**src/rtl/cla_nibble_sequencer.sv**
```systemverilog
// -----------------------------------------------------------------------------
// cla_nibble_sequencer
//
// Purpose:
//   Feeds a wide operand pair to an external 4-bit carry-lookahead adder one
//   nibble per cycle, LSB nibble first. Each cycle the CLA sum nibble and
//   carry-out are registered, and the carry is chained into the next nibble.
//   The assembled result and final carry are then offered on an output
//   handshake.
//
// Handshake semantics (both sides):
//   A transfer happens on a rising clk edge where valid && ready are both 1.
//   The producer holds valid and its data stable until that edge. in_ready is
//   1 only in IDLE. out_valid is 1 only in DONE, and out_sum, out_cout and
//   out_ovf stay stable while out_ready is 0.
//
// Parameters:
//   NIBBLES   number of 4-bit slices per operand (2..8), WIDTH = 4*NIBBLES
//
// Ports:
//   clk, rst              clock; synchronous active-high reset
//   in_valid/in_ready     operand handshake
//   in_a, in_b, in_cin    operands and carry-in for nibble 0
//   cla_a, cla_b, cla_cin nibble and carry driven to the external CLA (0 outside RUN)
//   cla_sum, cla_cout     combinational response of the external CLA
//   out_valid/out_ready   result handshake
//   out_sum, out_cout     assembled sum and final carry (0 outside DONE)
//   out_ovf               two's-complement overflow (CLA_SEQ_OVF_EN only, else 0)
//   busy                  high in RUN or DONE
//   dbg_state             current FSM state (0 IDLE, 1 RUN, 2 DONE)
//
// Optional feature macro: CLA_SEQ_OVF_EN
//   Defined   : out_ovf = carry-into-MSB ^ carry-out, valid in DONE only.
//   Undefined : out_ovf tied to 0.
// -----------------------------------------------------------------------------
module cla_nibble_sequencer #(
  parameter int NIBBLES = 4
) (
  input  logic                   clk,
  input  logic                   rst,
  input  logic                   in_valid,
  output logic                   in_ready,
  input  logic [4*NIBBLES-1:0]   in_a,
  input  logic [4*NIBBLES-1:0]   in_b,
  input  logic                   in_cin,
  output logic [3:0]             cla_a,
  output logic [3:0]             cla_b,
  output logic                   cla_cin,
  input  logic [3:0]             cla_sum,
  input  logic                   cla_cout,
  output logic                   out_valid,
  input  logic                   out_ready,
  output logic [4*NIBBLES-1:0]   out_sum,
  output logic                   out_cout,
  output logic                   out_ovf,
  output logic                   busy,
  output logic [1:0]             dbg_state
);

  localparam int WIDTH = 4 * NIBBLES;
  localparam int IW    = $clog2(NIBBLES);
  localparam logic [IW-1:0] LAST_IDX = IW'(NIBBLES - 1);

  typedef enum logic [1:0] {
    S_IDLE = 2'd0,
    S_RUN  = 2'd1,
    S_DONE = 2'd2
  } state_t;

  state_t            state_q, state_d;
  logic [IW-1:0]     idx_q,   idx_d;
  logic [WIDTH-1:0]  a_q,     a_d;
  logic [WIDTH-1:0]  b_q,     b_d;
  logic [WIDTH-1:0]  sum_q,   sum_d;
  logic              carry_q, carry_d;

  always_comb begin
    state_d = state_q;
    idx_d   = idx_q;
    a_d     = a_q;
    b_d     = b_q;
    sum_d   = sum_q;
    carry_d = carry_q;
    unique case (state_q)
      S_IDLE: begin
        if (in_valid) begin
          a_d     = in_a;
          b_d     = in_b;
          carry_d = in_cin;
          sum_d   = '0;
          idx_d   = '0;
          state_d = S_RUN;
        end
      end
      S_RUN: begin
        sum_d[4*idx_q +: 4] = cla_sum;
        carry_d             = cla_cout;
        // idx stays on the last nibble when leaving RUN so it never
        // exceeds NIBBLES-1.
        if (idx_q == LAST_IDX) begin
          state_d = S_DONE;
        end else begin
          idx_d = idx_q + 1'b1;
        end
      end
      S_DONE: begin
        if (out_ready) begin
          state_d = S_IDLE;
        end
      end
      default: state_d = S_IDLE;
    endcase
  end

  always_ff @(posedge clk) begin
    if (rst) begin
      state_q <= S_IDLE;
      idx_q   <= '0;
      a_q     <= '0;
      b_q     <= '0;
      sum_q   <= '0;
      carry_q <= 1'b0;
    end else begin
      state_q <= state_d;
      idx_q   <= idx_d;
      a_q     <= a_d;
      b_q     <= b_d;
      sum_q   <= sum_d;
      carry_q <= carry_d;
    end
  end

  // All outputs are decodes of registered state; results are gated so that
  // no partially built sum is visible outside DONE.
  always_comb begin
    in_ready  = (state_q == S_IDLE);
    busy      = (state_q != S_IDLE);
    out_valid = (state_q == S_DONE);
    out_sum   = (state_q == S_DONE) ? sum_q : '0;
    out_cout  = (state_q == S_DONE) ? carry_q : 1'b0;
    dbg_state = state_q;
    if (state_q == S_RUN) begin
      cla_a   = a_q[4*idx_q +: 4];
      cla_b   = b_q[4*idx_q +: 4];
      cla_cin = carry_q;
    end else begin
      cla_a   = 4'd0;
      cla_b   = 4'd0;
      cla_cin = 1'b0;
    end
  end

`ifdef CLA_SEQ_OVF_EN
  // a^b^sum at the MSB recovers the carry into the MSB; XOR with carry-out
  // gives signed overflow.
  assign out_ovf = (state_q == S_DONE) &
                   (a_q[WIDTH-1] ^ b_q[WIDTH-1] ^ sum_q[WIDTH-1] ^ carry_q);
`else
  assign out_ovf = 1'b0;
`endif

endmodule

```
**config.mk**
```make
export PLATFORM = sky130hd
export DESIGN_NAME = cla_nibble_sequencer
export DESIGN_NICKNAME = d
export VERILOG_FILES = /design/src/rtl/cla_nibble_sequencer.sv
export SDC_FILE = /design/constraint.sdc
export NUM_CORES = 1
export LEC_CHECK = 0
export CAP_MARGIN = 25
export CORE_ASPECT_RATIO = 0.6
export CORE_UTILIZATION = 42
export DETAILED_ROUTE_END_ITERATION = 7
export PLACE_DENSITY = 0.83
export SYNTH_ARGS = -nofsm -noshare
export SYNTH_HDL_FRONTEND = slang
export SYNTH_SLANG_ARGS = --single-unit
```
**constraint.sdc**
```tcl
create_clock -name clk -period 1.8 [get_ports clk]
set_clock_uncertainty 0.05 [all_clocks]
set_input_delay 0.18 -clock clk [delete_from_list [all_inputs] [get_ports clk]]
set_output_delay 0.18 -clock clk [all_outputs]
set_load 0.01 [all_outputs]
```
* Yosys cells after proc, flatten, opt, wreduce, memory -nomap -nowiden
Cells that the tools add are included.
** Word-level totals
- Bits in registers :: 53
- Output and inout bits :: 32
** Cells by class
- Add/sub/neg operators :: 2
- Equality and inequality tests :: 7
- Shift operators :: 4
- Mux-type cells :: 17
- Reduce and logical (&&, ||, !) cells :: 7
** Operators by type and width (number)
- 4-bit negation with 34-bit output :: 1
- 4-bit by 34-bit variable shift with 16-bit output (first input constant) :: 1
- 4-bit by 34-bit variable part select with 16-bit output :: 1
- 16-bit 2-to-1 mux :: 2
- 16-bit one-hot mux with 2 select lines :: 1
- 16-bit by 5-bit variable part select with 4-bit output :: 2
- 16-bit bitwise mux :: 1
- 2-bit 2-to-1 mux :: 5
- 4-bit 2-to-1 mux :: 2
- 2-bit inequality test (second input constant) :: 3
- 2-bit one-hot mux with 3 select lines :: 1
- 3-bit AND reduction :: 2
- 2-bit equality test (second input constant) :: 2
- 2-bit one-hot mux with 2 select lines :: 1
- 2-bit AND reduction :: 2
- 2-bit nonzero test :: 2
- 1-bit 2-to-1 mux :: 3
- 2-bit by 1-bit adder with 2-bit output (second input constant) :: 1
- 2-bit by 1-bit equality test with 1-bit output (second input constant) :: 1
- 2-bit zero test :: 1
- 2-bit by 1-bit inequality test with 1-bit output (second input constant) :: 1
- 1-bit one-hot mux with 2 select lines :: 1

* Depth between registers and ports, before layout
Gate-level depths: netlist of run 1.
- Depth in word-level cells :: 4
- Gate-level depth with buffers :: 6
- Depth with buffers taken out :: 5

* Worst setup path before layout of run 1
Ideal clock, no wire load.
- Path kind :: register to register
- Start point :: register idx_q[1]
- End point :: register sum_q[10]
- Arrival :: 1.706 ns
- Required time :: 1.633 ns
- Setup slack :: -0.073 ns
- Stages on the path, launching flop included :: 7
- Path buffers :: 1
- Period minus slack after synthesis :: 1.873 ns
- Cells stage by stage :: dfxtp_1 clkbuf_1 inv_1 ha_1 nor2b_1 and4_1 a22o_1
** Between the ends
- Cells in the longest elaborated chain, start to end :: 4
- Elaborated cells on any way between the ends :: 5
- Those cells by class :: add/sub (1); shift (2); mux (2)
** RTL lines
- start, declared :: line 71 : logic [IW-1:0] idx_q, idx_d;
- start signal, assigned :: line 125 : idx_q <= idx_d;
- 4-bit negation with 34-bit output (*) :: line 96 : sum_d[4*idx_q +: 4] = cla_sum;
- 4-bit by 34-bit variable part select with 16-bit output or 4-bit by 34-bit variable shift with 16-bit output (tied branches) :: line 96
- 16-bit bitwise mux (*) :: line 96
- 16-bit one-hot mux with 2 select lines (*) :: line 84 : unique case (state_q)
- end signal, assigned :: line 128 : sum_q <= sum_d;
- end, declared :: line 74 : logic [WIDTH-1:0] sum_q, sum_d;
Every way passes the cells marked *; elsewhere a longest branch is shown, timed or not.
A chain may end at the register's enable or synchronous reset.

* Worst setup path in the final report of run 1
- Start point :: register idx_q[0]
- End point :: output cla_b[3]
** Between the ends
- Cells in the longest elaborated chain, start to end :: 2
** RTL lines
- 16-bit by 5-bit variable part select with 4-bit output :: line 144 : cla_b = b_q[4*idx_q +: 4];
- 4-bit 2-to-1 mux :: line 142 : if (state_q == S_RUN) begin
- end, declared :: line 47 : output logic [3:0] cla_b,
Every way passes these cells.

==> impl_metrics.yaml, run 1 <==
outcome:
  outcome: "finished, violations left"
  violations: "setup timing"
worst_setup_path:
  reg2regPathDepth: 7
  arrival_ns: 1.64
  worst_setup_path_start_kind: "flip-flop"
  required_ns: 1.57
  slowest_stage: "mux4_2"
  slowest_delay_ns: 0.48
  endpoint_kind: "output port"
  path_cells: "buf_6, buf_12, mux4_2, and2_1, buf_2"
  path_max_fanout: 4
  critical_path_class: "reg -> out"
logic_synthesis:
  synthesis.area_sq_um: 2470
  synth_nets: 319
  synth_edf_count: 0
  synth.avg_cell_area_sq_um: 9.13
  yosysSeqAreaShare_pct: 42.9
  yosys_warnings: 0
  synth_cell_type_count: 35
  synth_flop_cell: "dfxtp_1"
  synth_seq_cells: 53
  syn_inst: 271
  ys_async_sr_fraction_pct: 0
detailed_routing:
  route.met2.wl_microns: 2640
  via_count: 2150
  drt-initial-drc-count: 88
  drt-total-wl_microns: 6170
  ant_nets: 0
  via_per_inst: 4.91
  drt-met1-wl_microns: 3080
  firstDrtPassIters: 4
  top_layer: "met4"
  drc: 0
  wl_met3_microns: 383
  wl_per_cell_microns: 14.1
global_routing:
  grt_pass1_vias: 1984
  grt_max_degree: 38
  antenna_found_initial: 0
  grt_pass1_wl_microns: 9270
  grt_usage_pct: 19.8
  grt_overflow: 0
power_and_ir_drop:
  peakVddDrop_uv: 357
  pwr-share-clk_pct: 27.6
  comb_power_share_pct: 20.0
  power_frac_seq_pct: 52.3
  internal_power_mw: 1.77
  leakage_nw: 1.67
  switching_share_pct: 26.4
  powerDensity_nw_per_um2: 666
  switchingPower_mw: 0.633
place:
  hpwlAfterDp_microns: 4290
  place_congestion: 0.762
  pre_cts_ws_ns: -0.210
  dp_cells: 424
  io_buffers: 72
clock_network:
  htree_levels: 2
  cts_root_buffer: "clkbuf_8"
  cts_buffer_depth: 2
  numCtsBuffers: 5
  insertion_delay_ns: 0.30
  cts_tree: "yes"
  clock_sinks: 53
  hold_buffers: 0
  clk_pin_slew_ns: 0.10
cells_and_area:
  fill_cells: 475
  antenna_cells: 0
  mostFrequentLayoutCells: "nand2_1 (65), dfxtp_1 (50), clkdlybuf4s50_1 (43), a21oi_1 (35), and2_1 (21)"
  drive_above_1_share_pct: 22.3
  utilization_pct: 64.2
  multiInputGateArea_sq_um: 1320
  final_common_cell: "nand2_1"
  area_growth_pct: 45.8
  fin_nets: 405
  final_cell_count_no_fill: 438
  regArea_sq_um: 1070
floorplanning:
  rows: 21
  core_area_sq_um: 5620
  die_x_microns: 101
  io_pins: 74
  die-area_sq_um: 6210
  die_h_microns: 61.4
  start_util_pct: 44.0
sta:
  period_needed_ns: 1.87
  rsz0062_at_grt: "true"
  drv_slew: 0
  hold_ws_ns: 0.371
  fmax_ghz: 0.534
  finalHoldViolCount: 0
  tns_ns: -0.207
  finalSetupViolCount: 3
  post-route-worst-setup-slack_ns: -0.0733
  period_share_pct: 104
flow_run:
  max_cap_viol_count: 0
hold_path:
  whs_path_depth: 3
  hp-class: "in -> reg"
==> cell families after synthesis <==
kind of cell	Yosys count	synth area share, %
and+or+nand+nor	115	23.8
AOI/OAI and AO/OA	58	14.6
DFF	53	42.9
buffers and inverters	26	6.27
muxes	12	9.26
adders and majority gates	6	3.03
other	1	0.152
==> layout make-up <==
class                           count  area share [%]
Tap cell                           80            2.77
Multi-Input combinational cell    192            36.7
Inverter                            6           0.694
Clock buffer                        5            1.91
Clock inverter                      3           0.624
Timing Repair Buffer               99            27.6
Sequential cell                    53            29.7
==> final timing paths <==
check	start	to	slack [ns]
max	idx_q[0]	cla_b[3]	-0.07
min	in_a[9]	a_q[9]	0.37
max reg2reg	idx_q[0]	sum_q[8]	0.06
min reg2reg	b_q[8]	b_q[8]	0.41
==> synth_stat cells (2+ instances only) <==
cell / number / area, sq um
and2_1: 26 / 163
mux2_2: 4 / 45.0
a21oi_1: 38 / 190
mux4_2: 7 / 158
clkbuf_1: 5 / 18.8
nor2b_1: 8 / 50.1
dfxtp_1: 53 / 1060
nand2_1: 65 / 244
o211ai_1: 2 / 15.0
a22o_1: 15 / 131
nor2_1: 3 / 11.3
and4_1: 2 / 17.5
nand3_1: 2 / 10.0
ha_1: 6 / 75.1
buf_2: 6 / 30.0
inv_1: 5 / 18.8
buf_6: 6 / 67.6
==> layer usage <==
metal  track usage (%)  vias up
li1                  -     1091
met1              28.6      988
met2              29.7       65
met3              4.65        6
met4              5.38        0
met5                 0        -
==> metrics by stage <==
stage | total power [mW] | area, sq um
final | 2.40 | 3610
after global routing | 2.53 | 3610
after CTS | 2.41 | 3520
after detailed placement | 1.72 | 3350
after global placement | 1.71 | 3350
after floorplan | 1.53 | 2480
==> sequential cells by signal, summed over array words and instances (netlist names) <==
register,cells
a_q,16
b_q,16
sum_q,16
dbg_state,2
idx_q,2
carry_q,1
==> worst max-delay path: cells and delay by family, from the launching register on <==
kind,cells,cell delay [ns]
and+or+nand+nor,1,0.15
DFF,1,0.38
muxes,1,0.48
buffers and inverters,3,0.34
==> power groups by stage <==
stage / clock network [mW] / registers (mW) / logic, mW
final: 0.664 / 1.26 / 0.481
after global routing: 0.742 / 1.27 / 0.520
after CTS: 0.684 / 1.26 / 0.472
after detailed placement: 0 / 1.29 / 0.433
after global placement: 0 / 1.29 / 0.424
after floorplan: 0 / 1.28 / 0.247
==> timing repair <==
item	in CTS	in global routing
resized for setup	59	30
pin swaps	8	0
cloned	0	1
buffers inserted	5	0
endpoints found under the setup margin	45	33
No activity file was read; power rests on OpenSTA's default activity.
==> run 2, diff against run 1 <==
- ABC_AREA: unset -> 1
- CORE_UTILIZATION: 42 -> 44
- PLACE_DENSITY: 0.83 -> 0.85
==> impl_metrics.yaml, run 2 <==
outcome:
  outcome: "finished, final reports clean"
global_routing:
  grt_usage_pct: 21.6
  antenna_found_initial: 0
  grt_overflow: 0
  grt_max_degree: 39
  grt_pass1_wl_microns: 11600
  grt_pass1_vias: 2463
flow_run:
  max_cap_viol_count: 0
sta:
  period_share_pct: 97.1
  fmax_ghz: 0.572
  finalSetupViolCount: 0
  finalHoldViolCount: 0
  tightestPinTransition_ns: 0.553
  period_needed_ns: 1.75
  tns_ns: 0
  slew-limit-headroom_pct: 63.1
  drv_slew: 0
cells_and_area:
  mostFrequentLayoutCells: "nor2_1 (127), nand2_1 (54), dfxtp_1 (51), clkdlybuf4s50_1 (44), inv_1 (36)"
  multiInputGateArea_sq_um: 1380
  final_common_cell: "nor2_1"
  drive_above_1_share_pct: 8.47
  fin_area_sq_um: 3610
  fill_cells: 605
  area_growth_pct: 30.0
  final_cell_count_no_fill: 568
  reg_top3: "a_q (16), b_q (16), sum_q (16)"
  fin_nets: 531
  regArea_sq_um: 1070
  antenna_cells: 0
logic_synthesis:
  yosys_warnings: 0
  synthesis.area_sq_um: 2780
  synth_edf_count: 0
  yosysTopAreaCellShare_pct: 38.2
  synth.avg_cell_area_sq_um: 6.70
  syn_inst: 415
  synth_flop_cell: "dfxtp_1"
  synth_area_leaders: "dfxtp_1 (38%), nor2_1 (17%), nand2_1 (7.3%)"
  synth_seq_cells: 53
  synth_top_cell_by_area: "dfxtp_1"
  synth_nets: 463
  synth_common_cells: "nor2_1 (128), nand2_1 (54), dfxtp_1 (53)"
  yosysSeqAreaShare_pct: 38.2
  ys_async_sr_fraction_pct: 0
  synth_cell_type_count: 24
  synth.most_common_cell: "nor2_1"
worst_setup_path:
  critical_path_class: "reg -> out"
  worst_setup_path_start_kind: "flip-flop"
  r2r_start: "idx_q[0]"
  reg2regPathDepth: 8
  endpoint_kind: "output port"
  required_ns: 1.57
  arrival_ns: 1.52
  path_max_fanout: 10
  rrSetupSlack_ns: 0.13
  r2r-end: "sum_q[12]"
power_and_ir_drop:
  leakage_nw: 1.56
  peakVddDrop_uv: 350
  powerDensity_nw_per_um2: 708
  finalPower_mw: 2.56
clock_network:
  clock_sinks: 53
  postCtsSetupBuffers: 0
  cts_tree: "yes"
  cts_root_buffer: "clkbuf_8"
  ctsResizeCount: 33
  insertion_delay_ns: 0.30
  cts_buffer_depth: 2
  numCtsBuffers: 5
  hold_buffers: 0
  clk_pin_slew_ns: 0.09
  htree_levels: 2
floorplanning:
  core_area_sq_um: 6110
  die_x_microns: 105
  io_pins: 74
  rows: 22
  start_util_pct: 45.5
  die_h_microns: 63.6
  die-area_sq_um: 6650
place:
  dpl-instance-area_sq_um: 3530
  hpwlAfterDp_microns: 5030
  dp_cells: 560
  place_congestion: 0.846
  io_buffers: 72
detailed_routing:
  via_per_inst: 4.91
  drt-met1-wl_microns: 3550
  ant_nets: 0
  drc: 0
  drt-total-wl_microns: 6960
  wl_per_cell_microns: 12.3
  route.met2.wl_microns: 2780
  firstDrtPassIters: 5
  via_count: 2790
  drt-initial-drc-count: 185
  top_layer: "met4"
  wl_met3_microns: 567
hold_path:
  hp-class: "reg -> reg"
  worstHoldStart: "a_q[4]"
  whs_path_depth: 2
  whs_endpoint: "a_q[4]"
[run 2: how the worst max path moves through the flow]
stage / cells past startpoint / startpoint / endpoint
2_1_floorplan: 8 / idx_q[0] / sum_q[13]
3_3_place_gp: 6 / idx_q[0] / cla_b[3]
3_5_place_dp: 6 / idx_q[0] / cla_b[0]
4_1_cts: 3 / dbg_state[0] / in_ready
5_1_grt: 4 / idx_q[0] / cla_a[1]
6_report: 4 / idx_q[0] / cla_a[1]
[run 2: kinds of logic after synthesis]
| group | Yosys count | share of synthesized area (%) |
|---|---|---|
| compound gates | 72 | 13.0 |
| fa+ha+maj | 6 | 2.70 |
| simple gates | 216 | 33.5 |
| other cells | 1 | 0.135 |
| buf+inv | 67 | 12.5 |
| flops | 53 | 38.2 |
[run 2: final cells by class]
cell class | instances | share of cell area, %
clock inverter | 1 | 0.208
sequential | 53 | 29.6
clock buffer | 7 | 2.11
inverter | 44 | 5.19
tap | 84 | 2.91
timing repair buffer | 84 | 21.7
multi-input combinational | 295 | 38.3
[run 2: layer usage]
metal | vias up | global-route usage (%)
li1 | 1422 | -
met1 | 1233 | 32.2
met2 | 125 | 31.4
met3 | 10 | 5.38
met4 | 0 | 3.17
met5 | - | 0
[run 2: critical path: stages (launching register included)]
cell           delay (ns)
dfxtp_4              0.39
clkinvlp_4           0.19
o21ai_0              0.26
a21oi_1              0.10
dlygate4sd2_1        0.29
[run 2: metrics by stage]
stage          util (%)  worst slack (ns)  hold WS, ns
2_1_floorplan         -             0.112        0.276
3_3_place_gp       57.8             0.128        0.393
3_5_place_dp       57.8            0.0773        0.396
4_1_cts            59.1            0.0185        0.410
5_1_grt            59.1          -0.00352        0.424
6_report           59.1            0.0524        0.410
[run 2: power by group]
group | total [mW] | internal (mW) | switching [mW]
Sequential | 1.29 | 1.25 | 0.0413
Combinational | 0.610 | 0.260 | 0.349
Clock | 0.656 | 0.276 | 0.379
Total | 2.56 | 1.79 | 0.770
